`config.mk`:
```
export PLATFORM = sky130hd
export DESIGN_NAME = vga_timing_ctrl_flat
export DESIGN_NICKNAME = d
export VERILOG_FILES = /design/src/rtl/vga_timing_pkg.sv /design/src/rtl/vga_timing_ctrl_if.sv /design/src/rtl/vga_timing_ctrl_pix_tick_gen.sv /design/src/rtl/vga_timing_ctrl.sv /design/src/flat_wrapper.sv
export SDC_FILE = /design/constraint.sdc
export NUM_CORES = 1
export LEC_CHECK = 0
export ABC_AREA = 1
export BUFFER_PORTS_ARGS = -buffer_cell sky130_fd_sc_hd__buf_2
export CAP_MARGIN = 20
export CORE_MARGIN = 8
export CORE_UTILIZATION = 51
export CTS_CLUSTER_SIZE = 8
export DETAILED_ROUTE_END_ITERATION = 8
export GPL_TIMING_DRIVEN = 0
export PLACE_DENSITY = 0.79
export REMOVE_ABC_BUFFERS = 1
export SETUP_SLACK_MARGIN = 0.5
export SYNTH_ARGS = -nofsm -noshare
export SYNTH_HDL_FRONTEND = slang
export SYNTH_HIERARCHICAL = 1
export SYNTH_SLANG_ARGS = --single-unit
```
`constraint.sdc`:
```
create_clock -name clk -period 1.5 [get_ports clk]
set_input_delay 0 -clock clk [delete_from_list [all_inputs] [get_ports clk]]
set_output_delay 0 -clock clk [all_outputs]
set_load 0.005 [all_outputs]
```
`src/rtl/vga_timing_pkg.sv`:
```
// rtl/vga_timing_pkg.sv - shared VGA 640x480@60 timing constants, FSM type and range helper
//
// Purpose: one home for the default display timing, so the controller and anything
//          that reasons about scan positions agree on the same numbers.
// Contents:
//   COLOR_W, CNT_W             colour channel width and scan-counter width
//   VGA_H_* / VGA_V_*          visible, porch and sync lengths (pixels / lines)
//   VGA_H_TOTAL / VGA_V_TOTAL  derived line and frame lengths (800 / 525)
//   VGA_HS_* / VGA_VS_*        inclusive sync pulse start/end positions
//   upd_state_e                vblank update handshake states
//   in_span()                  inclusive range test on a scan counter
package vga_timing_pkg;

   localparam int COLOR_W = 4;
   localparam int CNT_W   = 10;

   localparam int VGA_H_VISIBLE = 640;
   localparam int VGA_H_FP      = 16;
   localparam int VGA_H_SYNC    = 96;
   localparam int VGA_H_BP      = 48;

   localparam int VGA_V_VISIBLE = 480;
   localparam int VGA_V_FP      = 10;
   localparam int VGA_V_SYNC    = 2;
   localparam int VGA_V_BP      = 33;

   localparam int VGA_H_TOTAL = VGA_H_VISIBLE + VGA_H_FP + VGA_H_SYNC + VGA_H_BP;
   localparam int VGA_V_TOTAL = VGA_V_VISIBLE + VGA_V_FP + VGA_V_SYNC + VGA_V_BP;

   localparam int VGA_HS_START = VGA_H_VISIBLE + VGA_H_FP;
   localparam int VGA_HS_END   = VGA_HS_START + VGA_H_SYNC - 1;
   localparam int VGA_VS_START = VGA_V_VISIBLE + VGA_V_FP;
   localparam int VGA_VS_END   = VGA_VS_START + VGA_V_SYNC - 1;

   typedef enum logic {
      UPD_IDLE = 1'b0,
      UPD_REQ  = 1'b1
   } upd_state_e;

   function automatic logic in_span(input logic [CNT_W-1:0] v, input int lo, input int hi);
      return (v >= CNT_W'(lo)) && (v <= CNT_W'(hi));
   endfunction

endpackage

```
`src/rtl/vga_timing_ctrl_if.sv`:
```
// rtl/vga_timing_ctrl_if.sv - per-frame update handshake between VGA timing and game logic
//
// Purpose: groups the vblank update window handshake.
// Signals:
//   update_req   window open, held until acknowledged or the frame wraps
//   update_ack   game logic finished its per-frame update
//   frame_start  one-clk pulse when the scan wraps to (0,0)
//   overrun      sticky, an update missed its window
// Modports:
//   master  timing controller side (drives req/frame_start/overrun)
//   slave   game logic side (drives ack)
interface vga_timing_ctrl_if;

   logic update_req;
   logic update_ack;
   logic frame_start;
   logic overrun;

   modport master (
      output update_req,
      output frame_start,
      output overrun,
      input  update_ack
   );

   modport slave (
      input  update_req,
      input  frame_start,
      input  overrun,
      output update_ack
   );

endinterface

```
`src/rtl/vga_timing_ctrl_pix_tick_gen.sv`:
```
// rtl/vga_timing_ctrl_pix_tick_gen.sv - CLK_DIV pixel enable divider
//
// Purpose: divides the system clock into a one-clk pixel enable.
// Ports:
//   clk, rst_n   system clock, synchronous active-low reset
//   pix_tick_o   high for one clk every CLK_DIV clks (while the divider sits at CLK_DIV-1)
module pix_tick_gen #(
   parameter int CLK_DIV = 4
) (
   input  logic clk,
   input  logic rst_n,
   output logic pix_tick_o
);

   localparam int               DIV_W    = (CLK_DIV > 1) ? $clog2(CLK_DIV) : 1;
   localparam logic [DIV_W-1:0] DIV_LAST = DIV_W'(CLK_DIV - 1);

   logic [DIV_W-1:0] div_q;
   logic [DIV_W-1:0] div_d;

   always_comb begin
      div_d = div_q + DIV_W'(1);
      if (div_q == DIV_LAST) begin
         div_d = '0;
      end
   end

   always_ff @(posedge clk) begin
      if (!rst_n) begin
         div_q <= '0;
      end else begin
         div_q <= div_d;
      end
   end

   // Divider restarts at 0 out of reset, so the first enable lands CLK_DIV clks later.
   assign pix_tick_o = (div_q == DIV_LAST);

endmodule

```
`src/rtl/vga_timing_ctrl.sv`:
```
// rtl/vga_timing_ctrl.sv - VGA scan counters, sync/colour output registers and vblank update handshake
//
// Purpose: runs the horizontal/vertical scan, produces registered active-low sync and
//          blanked colour, and opens one update window per frame for the game logic.
// Ports:
//   clk, rst_n            system clock, synchronous active-low reset
//   rgb_in                {R,G,B} colour for the current hcount/vcount
//   pix_tick              one-clk pixel enable
//   hcount, vcount        current scan position
//   vgaRED/GREEN/BLUE     registered, blanked colour (one pixel behind the counters)
//   Hsync, Vsync          registered, active-low sync (one pixel behind the counters)
//   upd                   update_req/update_ack handshake, frame_start, overrun
module vga_timing_ctrl
   import vga_timing_pkg::*;
#(
   parameter int CLK_DIV   = 4,
   parameter int H_VISIBLE = VGA_H_VISIBLE,
   parameter int H_FP      = VGA_H_FP,
   parameter int H_SYNC    = VGA_H_SYNC,
   parameter int H_BP      = VGA_H_BP,
   parameter int V_VISIBLE = VGA_V_VISIBLE,
   parameter int V_FP      = VGA_V_FP,
   parameter int V_SYNC    = VGA_V_SYNC,
   parameter int V_BP      = VGA_V_BP
) (
   input  logic                 clk,
   input  logic                 rst_n,
   input  logic [3*COLOR_W-1:0] rgb_in,
   output logic                 pix_tick,
   output logic [CNT_W-1:0]     hcount,
   output logic [CNT_W-1:0]     vcount,
   output logic [COLOR_W-1:0]   vgaRED,
   output logic [COLOR_W-1:0]   vgaGREEN,
   output logic [COLOR_W-1:0]   vgaBLUE,
   output logic                 Hsync,
   output logic                 Vsync,
   vga_timing_ctrl_if.master    upd
);

   localparam int H_TOTAL  = H_VISIBLE + H_FP + H_SYNC + H_BP;
   localparam int V_TOTAL  = V_VISIBLE + V_FP + V_SYNC + V_BP;
   localparam int HS_START = H_VISIBLE + H_FP;
   localparam int HS_END   = HS_START + H_SYNC - 1;
   localparam int VS_START = V_VISIBLE + V_FP;
   localparam int VS_END   = VS_START + V_SYNC - 1;

   localparam logic [CNT_W-1:0] H_LAST      = CNT_W'(H_TOTAL - 1);
   localparam logic [CNT_W-1:0] V_LAST      = CNT_W'(V_TOTAL - 1);
   localparam logic [CNT_W-1:0] V_LAST_VIS  = CNT_W'(V_VISIBLE - 1);
   localparam logic [CNT_W-1:0] H_VIS_N     = CNT_W'(H_VISIBLE);
   localparam logic [CNT_W-1:0] V_VIS_N     = CNT_W'(V_VISIBLE);

   logic                 tick_w;
   logic [CNT_W-1:0]     hcount_q, hcount_d;
   logic [CNT_W-1:0]     vcount_q, vcount_d;
   logic                 hsync_q, hsync_d;
   logic                 vsync_q, vsync_d;
   logic [3*COLOR_W-1:0] rgb_q, rgb_d;
   upd_state_e           state_q, state_d;
   logic                 overrun_q, overrun_d;

   logic line_end;
   logic frame_wrap;
   logic vblank_entry;
   logic video_on;

   pix_tick_gen #(
      .CLK_DIV (CLK_DIV)
   ) u_pix_tick_gen (
      .clk        (clk),
      .rst_n      (rst_n),
      .pix_tick_o (tick_w)
   );

   // Scan position events; all qualified by the pixel enable so they are one-clk pulses.
   // tick_w is low throughout reset, so reset itself never produces a frame_start.
   assign line_end     = (hcount_q == H_LAST);
   assign frame_wrap   = tick_w && line_end && (vcount_q == V_LAST);
   assign vblank_entry = tick_w && line_end && (vcount_q == V_LAST_VIS);
   assign video_on     = (hcount_q < H_VIS_N) && (vcount_q < V_VIS_N);

   // Scan counters
   always_comb begin
      hcount_d = hcount_q;
      vcount_d = vcount_q;
      if (tick_w) begin
         if (line_end) begin
            hcount_d = '0;
            vcount_d = (vcount_q == V_LAST) ? '0 : vcount_q + CNT_W'(1);
         end else begin
            hcount_d = hcount_q + CNT_W'(1);
         end
      end
   end

   // Output registers: loaded from the decode of the position being left, which is
   // why sync and colour trail the counters by exactly one pixel period.
   always_comb begin
      hsync_d = hsync_q;
      vsync_d = vsync_q;
      rgb_d   = rgb_q;
      if (tick_w) begin
         hsync_d = !in_span(hcount_q, HS_START, HS_END);
         vsync_d = !in_span(vcount_q, VS_START, VS_END);
         rgb_d   = video_on ? rgb_in : '0;
      end
   end

   // Update handshake. An ack in the same clk as the wrap takes priority, so a
   // just-in-time update is not reported as an overrun.
   always_comb begin
      state_d   = state_q;
      overrun_d = overrun_q;
      case (state_q)
         UPD_IDLE: begin
            if (vblank_entry) begin
               state_d = UPD_REQ;
            end
         end
         UPD_REQ: begin
            if (upd.update_ack) begin
               state_d = UPD_IDLE;
            end else if (frame_wrap) begin
               state_d   = UPD_IDLE;
               overrun_d = 1'b1;
            end
         end
         default: begin
            state_d = UPD_IDLE;
         end
      endcase
   end

   always_ff @(posedge clk) begin
      if (!rst_n) begin
         hcount_q  <= '0;
         vcount_q  <= '0;
         hsync_q   <= 1'b1;
         vsync_q   <= 1'b1;
         rgb_q     <= '0;
         state_q   <= UPD_IDLE;
         overrun_q <= 1'b0;
      end else begin
         hcount_q  <= hcount_d;
         vcount_q  <= vcount_d;
         hsync_q   <= hsync_d;
         vsync_q   <= vsync_d;
         rgb_q     <= rgb_d;
         state_q   <= state_d;
         overrun_q <= overrun_d;
      end
   end

   assign pix_tick        = tick_w;
   assign hcount          = hcount_q;
   assign vcount          = vcount_q;
   assign Hsync           = hsync_q;
   assign Vsync           = vsync_q;
   assign vgaRED          = rgb_q[3*COLOR_W-1 -: COLOR_W];
   assign vgaGREEN        = rgb_q[2*COLOR_W-1 -: COLOR_W];
   assign vgaBLUE         = rgb_q[COLOR_W-1   -: COLOR_W];
   assign upd.update_req  = (state_q == UPD_REQ);
   assign upd.frame_start = frame_wrap;
   assign upd.overrun     = overrun_q;

endmodule

```
`src/flat_wrapper.sv`:
```
// flat-port wrapper written by rule: the top's interface ports become plain ports
module vga_timing_ctrl_flat import vga_timing_pkg::*;
#(
   parameter int CLK_DIV   = 4,
   parameter int H_VISIBLE = VGA_H_VISIBLE,
   parameter int H_FP      = VGA_H_FP,
   parameter int H_SYNC    = VGA_H_SYNC,
   parameter int H_BP      = VGA_H_BP,
   parameter int V_VISIBLE = VGA_V_VISIBLE,
   parameter int V_FP      = VGA_V_FP,
   parameter int V_SYNC    = VGA_V_SYNC,
   parameter int V_BP      = VGA_V_BP
)
  (clk, rst_n, rgb_in, pix_tick, hcount, vcount, vgaRED, vgaGREEN, vgaBLUE, Hsync, Vsync, upd_update_req, upd_frame_start, upd_overrun, upd_update_ack);
  vga_timing_ctrl_if upd_i ();
  input  logic clk;
  input  logic rst_n;
  input  logic [3*COLOR_W-1:0] rgb_in;
  output logic pix_tick;
  output logic [CNT_W-1:0] hcount;
  output logic [CNT_W-1:0] vcount;
  output logic [COLOR_W-1:0] vgaRED;
  output logic [COLOR_W-1:0] vgaGREEN;
  output logic [COLOR_W-1:0] vgaBLUE;
  output logic Hsync;
  output logic Vsync;
  output wire logic [$bits(upd_i.update_req)-1:0] upd_update_req;
  output wire logic [$bits(upd_i.frame_start)-1:0] upd_frame_start;
  output wire logic [$bits(upd_i.overrun)-1:0] upd_overrun;
  input wire logic [$bits(upd_i.update_ack)-1:0] upd_update_ack;
  assign upd_update_req = upd_i.update_req;
  assign upd_frame_start = upd_i.frame_start;
  assign upd_overrun = upd_i.overrun;
  assign upd_i.update_ack = upd_update_ack;
  vga_timing_ctrl #(.CLK_DIV(CLK_DIV), .H_VISIBLE(H_VISIBLE), .H_FP(H_FP), .H_SYNC(H_SYNC), .H_BP(H_BP), .V_VISIBLE(V_VISIBLE), .V_FP(V_FP), .V_SYNC(V_SYNC), .V_BP(V_BP)) u_core (.clk(clk), .rst_n(rst_n), .rgb_in(rgb_in), .pix_tick(pix_tick), .hcount(hcount), .vcount(vcount), .vgaRED(vgaRED), .vgaGREEN(vgaGREEN), .vgaBLUE(vgaBLUE), .Hsync(Hsync), .Vsync(Vsync), .upd(upd_i));
endmodule
```
# ---- Yosys cells after proc, flatten, opt, wreduce, memory -nomap -nowiden
# Index checks and enable logic that the tools add are counted.
dict set report op_classes {
  magnitude_cmp 6
  mux 7
  add_sub_neg 3
  reduce_logical 11
  n_bitwise 3
  eq_ne 4
}
# operator n
set ops {}
lappend ops {{adder 10 x 1 -> 10 bit, second input constant} 2}
lappend ops {{== test 10 bit, second input constant} 2}
lappend ops {{two-way mux 10 bit} 2}
lappend ops {{two-way mux 12 bit} 1}
lappend ops {{== test 10 x 9 -> 1 bit, second input constant} 1}
lappend ops {{greater-or-equal comparator 10 bit, second input constant} 1}
lappend ops {{greater-or-equal comparator 10 x 9 -> 1 bit, second input constant} 1}
lappend ops {{<= comparator 10 bit, second input constant} 1}
lappend ops {{<= comparator 10 x 9 -> 1 bit, second input constant} 1}
lappend ops {{< comparator 10 bit, second input constant} 1}
lappend ops {{< comparator 10 x 9 -> 1 bit, second input constant} 1}
lappend ops {{logical AND 1 bit} 6}
lappend ops {{two-way mux 1 bit} 3}
lappend ops {{inverter 1 bit} 3}
lappend ops {{AND reduction 3 bit} 1}
lappend ops {{adder 2 x 1 -> 2 bit, second input constant} 1}
lappend ops {{== test 2 bit, second input constant} 1}
lappend ops {{zero test 1 bit} 2}
lappend ops {{one-hot mux 1 bit (2 select lines)} 1}
lappend ops {{AND reduction 2 bit} 1}
lappend ops {{OR reduction 2 bit} 1}
dict set report word_totals {
  word_cells 42
  input_bits 15
  register_bits 38
  output_inout_bits 38
}

# ---- Longest topological paths before layout
dict set report depth {
  depth_word 6
  mapped_depth 10
  depth_no_buf 9
}

# ---- Cells and area by module
# Netlist, hierarchy kept.
# module cells_each seq_area_each_um2 instances area_per_inst_um2
set modules_own_cells {}
lappend modules_own_cells {vga_timing_ctrl 241 720.7 1 1769.2}
lappend modules_own_cells {pix_tick_gen 8 40.0 1 71.3}

# ---- Least setup slack after synthesis
# OpenSTA, ideal clock, no wires.
dict set report synth_timing {
  path_kind {reg2reg}
  startpoint {register u_core.hcount_q[0] (netlist: u_core/hcount[0])}
  endpoint {register u_core.vcount_q[9] (netlist: u_core/vcount[9])}
  setup_time_ps 113
  required_time_ps 1387
  t_arrival_ps 1323
  period_less_slack_ps 1436
  stages_incl_launch_ff 10
  path_slack_ps 64
  path_buffers 1
  cell_sequence {dfxtp_1 -> ha_1 -> nand3_2 -> nor2_4 -> inv_2 -> nor2_4 -> buf_8 -> nand4_1 -> nand2_1 -> nor2_1}
}
dict set report synth_between {
  elab_chain_len 2
}
# element line
set synth_rtl {}
lappend synth_rtl {{start, declared} vga_timing_ctrl.sv:54} ;# logic [CNT_W-1:0] hcount_q, hcount_d;
lappend synth_rtl {{start signal, assigned} vga_timing_ctrl.sv:144} ;# hcount_q <= hcount_d;
lappend synth_rtl {{== test 10 bit} vga_timing_ctrl.sv:77} ;# assign line_end = (hcount_q == H_LAST);
lappend synth_rtl {{AND reduction 2 bit (no line)} n/a}
lappend synth_rtl {{end signal, assigned} vga_timing_ctrl.sv:145} ;# vcount_q <= vcount_d;
lappend synth_rtl {{end, declared} vga_timing_ctrl.sv:55} ;# logic [CNT_W-1:0] vcount_q, vcount_d;
# No other way between the ends.
# A chain may end at the register's enable or synchronous reset.

# ---- Worst setup path after layout
dict set report layout_timing {
  startpoint {register u_core.hcount_q[0] (netlist: u_core/hcount[0])}
  endpoint {register u_core.vcount_q[3] (netlist: u_core/vcount[3])}
}
# Same word-level chain as after synthesis.

==> run metrics <==
Clock Skew=0.01623 ns; final RePlAce weighted congestion=approximately 0.83; Worst EP arrival=1.96 ns; final setup fails=20; TritonCTS buffer count=5; DIE WIDTH=~76 um; most frequent cells in the layout=49 x buf_2, 33 x nand2_1, 26 x buf_4, 23 x nand3_1, 21 x dfxtp_1; Detailed Route WL=9012 um; sequential share of the synthesized area=between 40% and 50%; final max-slew violation count=0; Synth Flop Type=dfxtp_1; worst skew pair latency=roughly 0.35 ns; CP Max Fanout=8; drc violations=0; Final HPWL DP=3299 um; Yosys top cell area share=about two fifths; compound-cell area share of the yosys netlist=around 15%; final setup margin=-0.1761 ns; FFs w/ async S/R, synth=0%; gr ovfl total=0; Period minus WS final=about 1.7 ns; failing checks=setup timing; Starting Density=between 50% and 60%; Core Rows=22; worst path required time=around 1.8 ns; Mapped Cells=between 200 and 250; Setup crit start kind=flip-flop; clock tree buffer depth=2; clock-pin slew on the worst setup and hold paths=0.13 ns; Max VDD drop=approximately 700 uV; Syn Std Cell Area=roughly 1800 um2; Worst Setup SP=u_core/hcount[0]; warnings from Yosys=6; slowest CP cell=dfxtp_2; commonest non-fill, non-tap cell in the layout=buf_2; routed via count=~2,500; post-synthesis adder-cell area fraction=3.399%; Layout area overhead=66.69%; synth top area cells=dfxtp_1 41%, nand2_1 8.4%, nand3_1 7.6%; crit path cell chain=ha_4 -> nand3_4 -> nor2_4 -> buf_4 -> nand3_4 -> o21bai_1 -> nand3_1 -> nor2_1; status=finished with violations; Die Height=roughly 76 um; vias in the first global route=a little under 2,000; Final Instance Area=between 3000 and 4000 um2; Unique masters post-synth=32; CP Buf/Inv Count=1; Synth area leader=dfxtp_1; Root Driver=clkbuf_4; CTS tree=built; flop and latch count out of synthesis=38; Hold WC Path Type=in -> reg; Avg WL per Cell=between 20 and 25 um; H-tree Lvls=2; most used cell, CP=nand3_4; critical path type=reg -> reg; share of layout cells above drive strength 1=53.13%; number of I/O pins=53; nature of the critical path endpoint=flip-flop; Hold Vio Cnt, Final=0; largest family of logic cells by synthesized area=simple AND/OR/NAND/NOR gates; First-pass DRT Iterations=5; Pwr Total=about 2.4 mW; initial antenna violation count=1; period utilization=111.7%; Highest Clock Rate=roughly 600 MHz; post-synthesis mux area share=0%; Vias/cell=about 6.3; largest net degree at the start of global routing=23; syn_area_per_cell=between 7 and 8 um2; placed inst area=~2100 um2; P per Cell Area=766.3 nW/um2; CP max stage delay=0.38 ns; core area=roughly 3600 um2; CP top delay family=simple AND/OR/NAND/NOR gates; leakage power=around 1.4 nW; fin nets=about 370; drt initial violations=421; DRT antenna net count=0; RSZ-0062 raised after global routing=true; first-pass GRT wire length=~9600 um; clock sinks=38; simple-gate share of the synthesized area=between 30% and 40%; Post-synth EDFFs=0; Hold Path Origin=rst_n; fill count=143; IO buf count=52; max cap viols=0; Worst-Margin Slew=between 0.5 and 0.6 ns; Tot GR Track Use=about a fifth; die footprint=5787 um2; Critical R2R Launch=u_core/hcount[0]; Slew headroom=between 60% and 70%; Synth Area in XOR/XNOR=less than 1%
power by group:
part | internal [mW] | switching, mW
clock | 0.565 | 0.372
sequential | 1.04 | 0.0309
combinational | 0.172 | 0.170
state kept, by name (all words and copies together), names as in the netlist:
signal and count:
u_core/vcount 10, u_core/Vsync 1, u_core/hcount 10, u_core/upd.overrun 1, u_core/rgb_q 12, u_core/upd.update_req 1, u_core/u_pix_tick_gen/div_q 2, u_core/Hsync 1
worst register-to-register path, cell delays in order, from the launching register on:
cell and delay, ns:
dfxtp_2 0.38, ha_4 0.18, nand3_4 0.11, nor2_4 0.13, buf_4 0.13, nand3_4 0.15
o21bai_1 0.25, nand3_1 0.12, nor2_1 0.14
routing by layer:
layer	vias up	track usage, %	routed length (um)
met1	1174	22.31	3075
met5	-	0	0
met2	252	33.59	4236
li1	1038	-	-
met4	0	8.077	592
met3	78	6.368	1108
through the flow:
stage | hold slack, ns | util (%) | instances | setup WS [ns] | TNS (ns)
after floorplan | 0.1384 | - | 241 | -0.5616 | -8.350
after global placement | 0.2687 | 59.51 | 341 | -0.9788 | -22.81
after detailed placement | 0.2731 | 59.73 | 342 | -0.9828 | -19.88
after CTS | 0.07749 | 73.75 | 376 | 0.002140 | 0
after global routing | 0.1303 | 86.40 | 401 | -0.2072 | -2.213
final | 0.1483 | 86.40 | 401 | -0.1761 | -1.468
worst paths after layout:
check | to | slack, ns | cells after the start
setup / recovery | u_core/vcount[3] | -0.18 | 8
hold / removal | u_core/rgb_q[6] | 0.15 | 3
setup reg to reg | u_core/vcount[3] | -0.18 | 8
hold reg to reg | u_core/upd.overrun | 0.52 | 2
what timing repair did:
item,4_1_cts,5_1_grt
pin swaps,7,26
hold buffers,13,0
endpoints found under the setup margin,40,44
gates cloned,1,0
buffers inserted,12,24
hold endpoints to repair,14,0
gates resized for setup,38,90
Yosys cell counts, drive strengths merged, types with 2 or more instances:
library cell	number
a21oi	25
clkbuf	4
dfxtp	38
ha	5
inv	29
nand2	43
nor3b	2
nand3	32
nand4	3
o21ai	20
nor2	23
nor3	11
buf	4
cell type report:
cell class | instances | area [um2] | area share (%)
inverter | 30 | 121.4 | 3.956
clock buffer | 6 | 51.30 | 1.672
sequential | 38 | 792.0 | 25.82
clock inverter | 2 | 60.06 | 1.958
antenna | 1 | 2.502 | 0.08157
tap | 48 | 60.06 | 1.958
multi-input combinational | 173 | 1191 | 38.83
timing repair buffer | 103 | 789.5 | 25.73
kinds of logic (layout without fill, tap and decap cells):
logic type | Yosys count | in the layout
AO/OA/AOI/OAI | 50 | 50
XOR/XNOR | 2 | 2
adder cells (fa/ha/maj) | 5 | 5
buffers and inverters | 38 | 141
flip-flops | 38 | 38
other | 0 | 1
AND/OR/NAND/NOR | 116 | 116
Note: power is estimated with default switching activity, not from simulation.
